### src/rtl/spike_pkg.sv
// spike_pkg: shared widths, state encoding and count-width helper for spike_encoder42
package spike_pkg;
  localparam int P_CHANNELS = 42;
  localparam int P_WIDTH = 8;
  localparam int P_WIN_W = 16;
  function automatic int cnt_width(input int win_w);
    return win_w + $clog2(P_CHANNELS + 1);
  endfunction
  localparam int P_CNT_W = cnt_width(P_WIN_W);
  typedef enum logic [1:0] {ST_IDLE, ST_RUN, ST_DONE} state_e;
endpackage

### src/rtl/popcount42.sv
// popcount42: combinational population count of a 42-bit vector
module popcount42 (
  input  logic [41:0] vec_i,
  output logic [5:0]  cnt_o
);
  always_comb begin
    cnt_o = '0;
    for (int i = 0; i < 42; i++) cnt_o = cnt_o + 6'(vec_i[i]);
  end
endmodule

### src/rtl/spike_encoder42.sv
// spike_encoder42: rate-coded phase-accumulator spike transmitter for 42 synapse lines
module spike_encoder42
  import spike_pkg::*;
#(
  parameter int p_channels = P_CHANNELS,
  parameter int p_width = P_WIDTH,
  parameter int p_win_w = P_WIN_W,
  parameter int p_cnt_w = P_CNT_W
) (
  input  logic                          i_clk,
  input  logic                          i_rst,
  input  logic [p_channels*p_width-1:0] i_rate,
  input  logic [p_win_w-1:0]            i_window,
  input  logic                          i_start,
  input  logic                          i_abort,
  output logic [p_channels:1]           o_event,
  output logic                          o_busy,
  output logic                          o_done,
  output logic [p_cnt_w-1:0]            o_spike_cnt
);
  state_e state_q, state_d;
  logic [p_win_w-1:0] win_q, win_d;
  logic [p_channels:1] ev_q, carry;
  logic [p_cnt_w-1:0] cnt_q, cnt_d;
  logic [p_cnt_w:0] cnt_sum;
  logic [5:0] pop;
  logic accept, step;
  assign accept = (state_q == ST_IDLE) && i_start && (i_window != '0) && !i_abort;
  assign step = (state_q == ST_RUN) && !i_abort;
  for (genvar g = 1; g <= p_channels; g++) begin : g_ch
    logic [p_width-1:0] acc_q, rate_q;
    logic [p_width:0] sum;
    assign sum = {1'b0, acc_q} + {1'b0, rate_q};
    assign carry[g] = sum[p_width];
    always_ff @(posedge i_clk or posedge i_rst) begin
      if (i_rst) begin
        acc_q <= '0;
        rate_q <= '0;
      end else if (accept) begin
        acc_q <= '0;
        rate_q <= i_rate[g*p_width-1 -: p_width];
      end else if (step) begin
        acc_q <= sum[p_width-1:0];
      end
    end
  end
  popcount42 u_pop (.vec_i(ev_q), .cnt_o(pop));
  always_comb begin
    state_d = accept ? ST_RUN :
              state_q == ST_RUN ? (i_abort ? ST_IDLE : win_q == p_win_w'(1) ? ST_DONE : ST_RUN) :
              state_q == ST_DONE ? ST_IDLE : state_q;
    win_d = accept ? i_window : step ? win_q - p_win_w'(1) : win_q;
    cnt_sum = {1'b0, cnt_q} + {{(p_cnt_w-5){1'b0}}, pop};
    // events on o_event are tallied the cycle they are visible, saturating at all-ones
    cnt_d = accept ? '0 : cnt_sum[p_cnt_w] ? '1 : cnt_sum[p_cnt_w-1:0];
  end
  always_ff @(posedge i_clk or posedge i_rst) begin
    if (i_rst) begin
      state_q <= ST_IDLE;
      win_q <= '0;
      ev_q <= '0;
      cnt_q <= '0;
    end else begin
      state_q <= state_d;
      win_q <= win_d;
      ev_q <= step ? carry : '0;
      cnt_q <= cnt_d;
    end
  end
  assign o_event = ev_q;
  assign o_busy = state_q == ST_RUN;
  assign o_done = state_q == ST_DONE;
  assign o_spike_cnt = cnt_q;
endmodule
### config.mk
export PLATFORM = sky130hd
export DESIGN_NAME = spike_encoder42
export DESIGN_NICKNAME = d
export VERILOG_FILES = /design/src/rtl/spike_pkg.sv /design/src/rtl/popcount42.sv /design/src/rtl/spike_encoder42.sv
export SDC_FILE = /design/constraint.sdc
export NUM_CORES = 2
export LEC_CHECK = 0
export BUFFER_PORTS_ARGS = -buffer_cell sky130_fd_sc_hd__buf_2
export CAP_MARGIN = 20
export CORE_AREA = 8 8 391 393
export DETAILED_ROUTE_END_ITERATION = 10
export DIE_AREA = 0 0 399 401
export GPL_TIMING_DRIVEN = 0
export SYNTH_ARGS = -nofsm -noshare
export SYNTH_HDL_FRONTEND = slang
export SYNTH_SLANG_ARGS = --single-unit
### constraint.sdc
create_clock -name i_clk -period 43.9 [get_ports i_clk]
set_input_delay 8.78 -clock i_clk [delete_from_list [all_inputs] [get_ports i_clk]]
set_output_delay 8.78 -clock i_clk [all_outputs]
set_load 0.03 [all_outputs]
# Word-level counts from Yosys, hierarchy flattened
# Cells that the tools add are included.
[op_classes]
addsub = 85
n_mul = 0
div_mod_pow = 0
magnitude_cmp = 0
n_eq_ne = 3
shifts = 0
n_mux = 94
n_bitwise = 0
reduce_logical = 9
[ops]
columns = ["operator", "count"]
rows = [
  ["8-bit 2-to-1 mux", 84],
  ["8-bit by 8-bit adder with 9-bit output", 42],
  ["6-bit by 1-bit adder with 6-bit output", 40],
  ["22-bit 2-to-1 mux", 2],
  ["42-bit 2-to-1 mux", 1],
  ["16-bit 2-to-1 mux", 2],
  ["22-bit by 6-bit adder with 23-bit output", 1],
  ["16-bit by 1-bit equality test with 1-bit output, second input constant", 1],
  ["16-bit nonzero test", 1],
  ["16-bit by 1-bit subtractor with 16-bit output, second input constant", 1],
  ["2-bit 2-to-1 mux", 5],
  ["1-bit logical AND", 4],
  ["3-bit nonzero test", 1],
  ["1-bit by 1-bit adder with 2-bit output", 1],
  ["2-bit by 1-bit equality test with 1-bit output, second input constant", 1],
  ["2-bit equality test, second input constant", 1],
  ["2-bit zero test", 1],
  ["2-bit nonzero test", 1],
  ["1-bit zero test", 1],
]
[totals]
regBits = 754
latchBits = 0
ramBits = 0
rom_bits = 0
input_bits = 356
output_inout_bits = 66
word_cells = 279
memories = 0

# Longest topological paths before layout
[logic_depth]
ltp_word = 44
ltp_mapped = 25
mapped_depth_nobuf = 24

# By module
# A second synthesis with hierarchy kept.
[hier_totals]
cells_unflattened = 4591
hier_area_um2 = 42059.1
[by_module_without_submodules]
columns = ["mod", "instances", "cells_per_inst", "area_each_um2", "seq_area_each_um2"]
rows = [
  ["spike_encoder42", 1, 4493, 41033.1, 18868.1],
  ["popcount42", 1, 98, 1026.0, 0.0],
]

# Worst setup path before layout
# OpenSTA, ideal clock, no wires.
[synth_timing]
kind = "input to register"
from = "input port i_window[14]"
to = "register g_ch[16].acc_q[7]"
setup_time_ps = 87
arrival_time_ps = 10126
t_required_ps = 43813
path_slack_ps = 33687
stages = 6
n_path_buf = 1
path_cell_list = "nor4_2 > a41oi_2 > clkbuf_1 > or3_1 > a211o_1 > o211ai_1"
[synth_via]
elab_chain_cells = 4
word_cells_on_any_way = 5
cone_classes = "mux (1); reduce/logical (4)"
[synth_rtl]
columns = ["item", "line", "rtl"]
rows = [
  ["start: declaration", "spike_encoder42.sv:13", "input logic [p_win_w-1:0] i_window,"],
  ["16-bit nonzero test (*)", "spike_encoder42.sv:28", "assign accept = (state_q == ST_IDLE) && i_start && (i_window != '0) && !i_abort;"],
  ["1-bit logical AND (*) (2 in a row)", "spike_encoder42.sv:28", ""],
  ["8-bit 2-to-1 mux / 2-bit nonzero test (equally long branches)", "--", ""],
  ["end signal: assignment", "spike_encoder42.sv:43", "acc_q <= sum[p_width-1:0];"],
  ["end: declaration", "spike_encoder42.sv:31", "logic [p_width-1:0] acc_q, rate_q;"],
]
# Every way passes the cells marked *; elsewhere a longest branch is shown, timed or not.
# A chain may end at the register's enable or synchronous reset.

# Worst setup path in the final report
[layout_timing]
from = "input port i_abort"
to = "register g_ch[29].acc_q[2]"
[layout_via]
elab_chain_cells = 3
word_cells_on_any_way = 5
cone_classes = "mux (1); reduce/logical (4)"
[layout_rtl]
columns = ["item", "line", "rtl"]
rows = [
  ["start: declaration", "spike_encoder42.sv:15", "input logic i_abort,"],
  ["1-bit zero test (*)", "spike_encoder42.sv:28, spike_encoder42.sv:29", ""],
  ["1-bit logical AND (on tied branches)", "spike_encoder42.sv:28, spike_encoder42.sv:29", ""],
  ["8-bit 2-to-1 mux / 2-bit nonzero test (equally long branches)", "--", ""],
  ["end signal: assignment", "spike_encoder42.sv:43", ""],
  ["end: declaration", "spike_encoder42.sv:31", ""],
]
# Marks and branches as above.

==> impl_metrics.ini <==
[yosys]
synthMuxAreaShare_pct = 0.963
synth-async-reset-ratio_pct = 100
synth_edf_count = 0
synthCells = 4944
ys_seq_area_share_pct = 43.2
synth_adder_area_share_pct = 13.8
synthesis.area_um2 = 43600
synth_xor_area_share_pct = 1.36
yosys.area_share.simple_pct = 20.0
synth_compound_area_share_pct = 16.6
avgSynthCellArea_um2 = 8.83
synthFlopType = dfrtp_1
ys_warn_count = 0
synth_cell_types = 53
synth_top_family_by_area = simple AND/OR/NAND/NOR gates
ys_seq_elements = 754
synthesis.nets = 5734

[clock_network]
clock_latency_ns = 0.71
cts_tree = done
cts_resized = 0
htreeDepth = 3
clk_pin_slew_worst_paths_ns = 0.05
clock_path_buffers = 3
cts_buffers = 90
post_cts_buffers = 0
cts_sinks = 754
hold_buffers = 0
cts_root_buf = clkbuf_16

[placement]
gp_congestion = 0.866
placement.io_buffers = 421
dp_hpwl_um = 127000

[setup_path]
cp_cell_sequence = buf_2 -> nand3b_1 -> a41oi_2 -> buf_6 -> buf_2 -> clkbuf_1 -> clkbuf_1 -> a21oi_1
end_kind = flip-flop
slowest_delay_ns = 0.85
critPathSlowestCell = clkbuf_1
rr_startpoint = o_event[1]$_DFF_PP0_
r2r_cells = 21
worstSetupPathType = input pin to flip-flop
arrival_ns = 11.91
crit_start = i_abort
cp-start-kind = input pin
cp_max_fo = 11
cp.required_ns = 44.43

[drt]
wl_per_cell_um = 21.6
first_pass_iters = 5
drt-total-wl_um = 162000
drt_iter0_markers = 2417
antenna_left = 0
vias = 37800
vias_per_cell = 5.06
drc = 0

[global_routing]
grt.met1_usage_pct = 25.7
first_global_vias = 37900
use_met2_pct = 31.2
grt-ovfl-total = 0
grt-busiest-layer = met2
met3_usage_pct = 5.52
grt_start_max_net_pins = 116
grt_pass1_wl_um = 237000
antenna_found_initial = 18
groute.usage.overall_pct = 19.6

[layout]
final_cell_mix = 1205 x nand2_1, 754 x dfrtp_1, 485 x buf_2, 471 x a21oi_1, 362 x nor2_1
fin_nets = 6265
multiInputGateArea_um2 = 23000
post-route-util_pct = 35.1
area_growth_pct = 18.2
layout_commonest_cell = nand2_1
seqCellArea_um2 = 18900
drive_gt1_share_pct = 12.0
fill_cells = 15200

[floorplan]
dieArea_um2 = 160000
floorplan.initialDensity_pct = 29.7
die_h_um = 401
io-pin-count = 422
row_count = 141
die_x_um = 399
core_area_um2 = 147000

[power]
p_comb_share_pct = 2.5
ir_drop_mv = 0.0276
power-per-cell-area_nw_per_um2 = 29.3
p_int_uw = 1170
clockPowerShare_pct = 51.5
p_leak_uw = 0.0260
netSwitchingPower_uw = 340
p_seq_share_pct = 46.0
swShare_pct = 22.5

[sta]
maxSlewViolCount = 0
fmax_ghz = 0.0879
worstMarginPinSlew_ns = 1.13
rsz0062_at_grt = no
skew_ns = 0.0304
relSlewSlack_pct = 24.6
finalCritPeriodShare_pct = 25.9
hold_viol = 0
setup_tns_ns = 0
fin_crit_ns = 11.38
setup_viol = 0

[hold_path]
hp-class = flip-flop to flip-flop
holdPathStages = 2
min_from = g_ch[20].rate_q[0]$_DFFE_PP0P_

[run_status]
status = completed

[flow_run]
cap_violations = 0
[critical path: cells and delay by family]
kind | cells | cell delay, ns
compound gates | 2 | 0.65
simple gates | 1 | 0.20
buf+inv | 5 | 2.23
[logic make-up after synthesis]
kind of cell	after synthesis
DFF	754
xor gates and xnor gates	68
adders and majority gates	434
muxes	42
AOI/OAI and AO/OA	1179
and+or+nand+nor	2020
buffers and inverters	447
[through the flow]
stage | total power [uW] | hold WS (ns) | instances | setup WS [ns] | cell area, um2
final | 1510 | 0.482 | 7480 | 32.52 | 51600
after global routing | 1560 | 0.496 | 7477 | 32.44 | 51600
after CTS | 1530 | 0.485 | 7472 | 32.31 | 51600
after detailed placement | 747 | 0.467 | 7312 | 31.54 | 48500
after global placement | 746 | 0.464 | 7295 | 3.84 | 48200
after floorplan | 719 | 0.450 | 4944 | 13.96 | 43600
[power groups by stage]
stage | Sequential [uW] | Combinational, uW | Clock (uW)
floorplan | 709 | 10.6 | 0
global placement | 709 | 36.8 | 0
detailed placement | 708 | 39.2 | 0
CTS | 695 | 39.3 | 794
global route | 695 | 42.2 | 820
finish | 695 | 37.6 | 778
[synth_stat cells (40+ instances only)]
cell type	count	share of area (%)
a211oi_1	74	1.3
a21o_1	87	1.5
a21oi_1	471	5.4
a31oi_1	52	0.75
a41o_1	40	0.92
buf_2	64	0.73
clkbuf_1	137	1.2
dfrtp_1	754	43
fa_1	76	3.5
ha_1	358	10
inv_1	219	1.9
mux2i_1	42	0.96
nand2_1	1205	10
nand2b_1	43	0.62
nand3_1	141	1.6
nor2_1	362	3.1
nor2b_1	47	0.67
nor3b_1	88	1.5
o21a_1	107	1.8
o21ai_0	228	2.6
or3_1	82	1.2
xnor2_1	59	1.2
[final cells by class]
type	instances	share of cell area, %
buffer	228	1.89
clock inverter	32	0.754
antenna	7	0.0340
multi-input combinational	3743	44.5
tap	1930	4.68
inverter	219	1.61
clock buffer	128	5.10
timing repair buffer	439	4.82
sequential	754	36.6
[sequential cells by signal, summed over array words and instances (netlist names)]
register,count
o_spike_cnt,22
win_q,16
g_ch.rate_q,336
o_event,42
state_q,2
g_ch.acc_q,336
[per-layer routing]
layer  vias to the layer above  share of wire, %
met4                         4               3.3
met5                         -             0.013
li1                      18000                 -
met2                      1114                45
met3                       242               8.1
met1                     18500                43
[path summary, 6_finish.rpt]
check / to / slack [ns]
setup reg to reg: o_spike_cnt[15]$_DFF_PP0_ / 36.05
max in group asynchronous: g_ch[23].rate_q[5]$_DFFE_PP0P_ / 33.92
min in group asynchronous: win_q[6]$_DFFE_PP0P_ / 8.10
setup / recovery: g_ch[29].acc_q[2]$_DFFE_PP0P_ / 32.52
hold / removal: g_ch[20].rate_q[0]$_DFFE_PP0P_ / 0.48
hold reg to reg: g_ch[20].rate_q[0]$_DFFE_PP0P_ / 0.48
(Power assumes the default switching activity.)
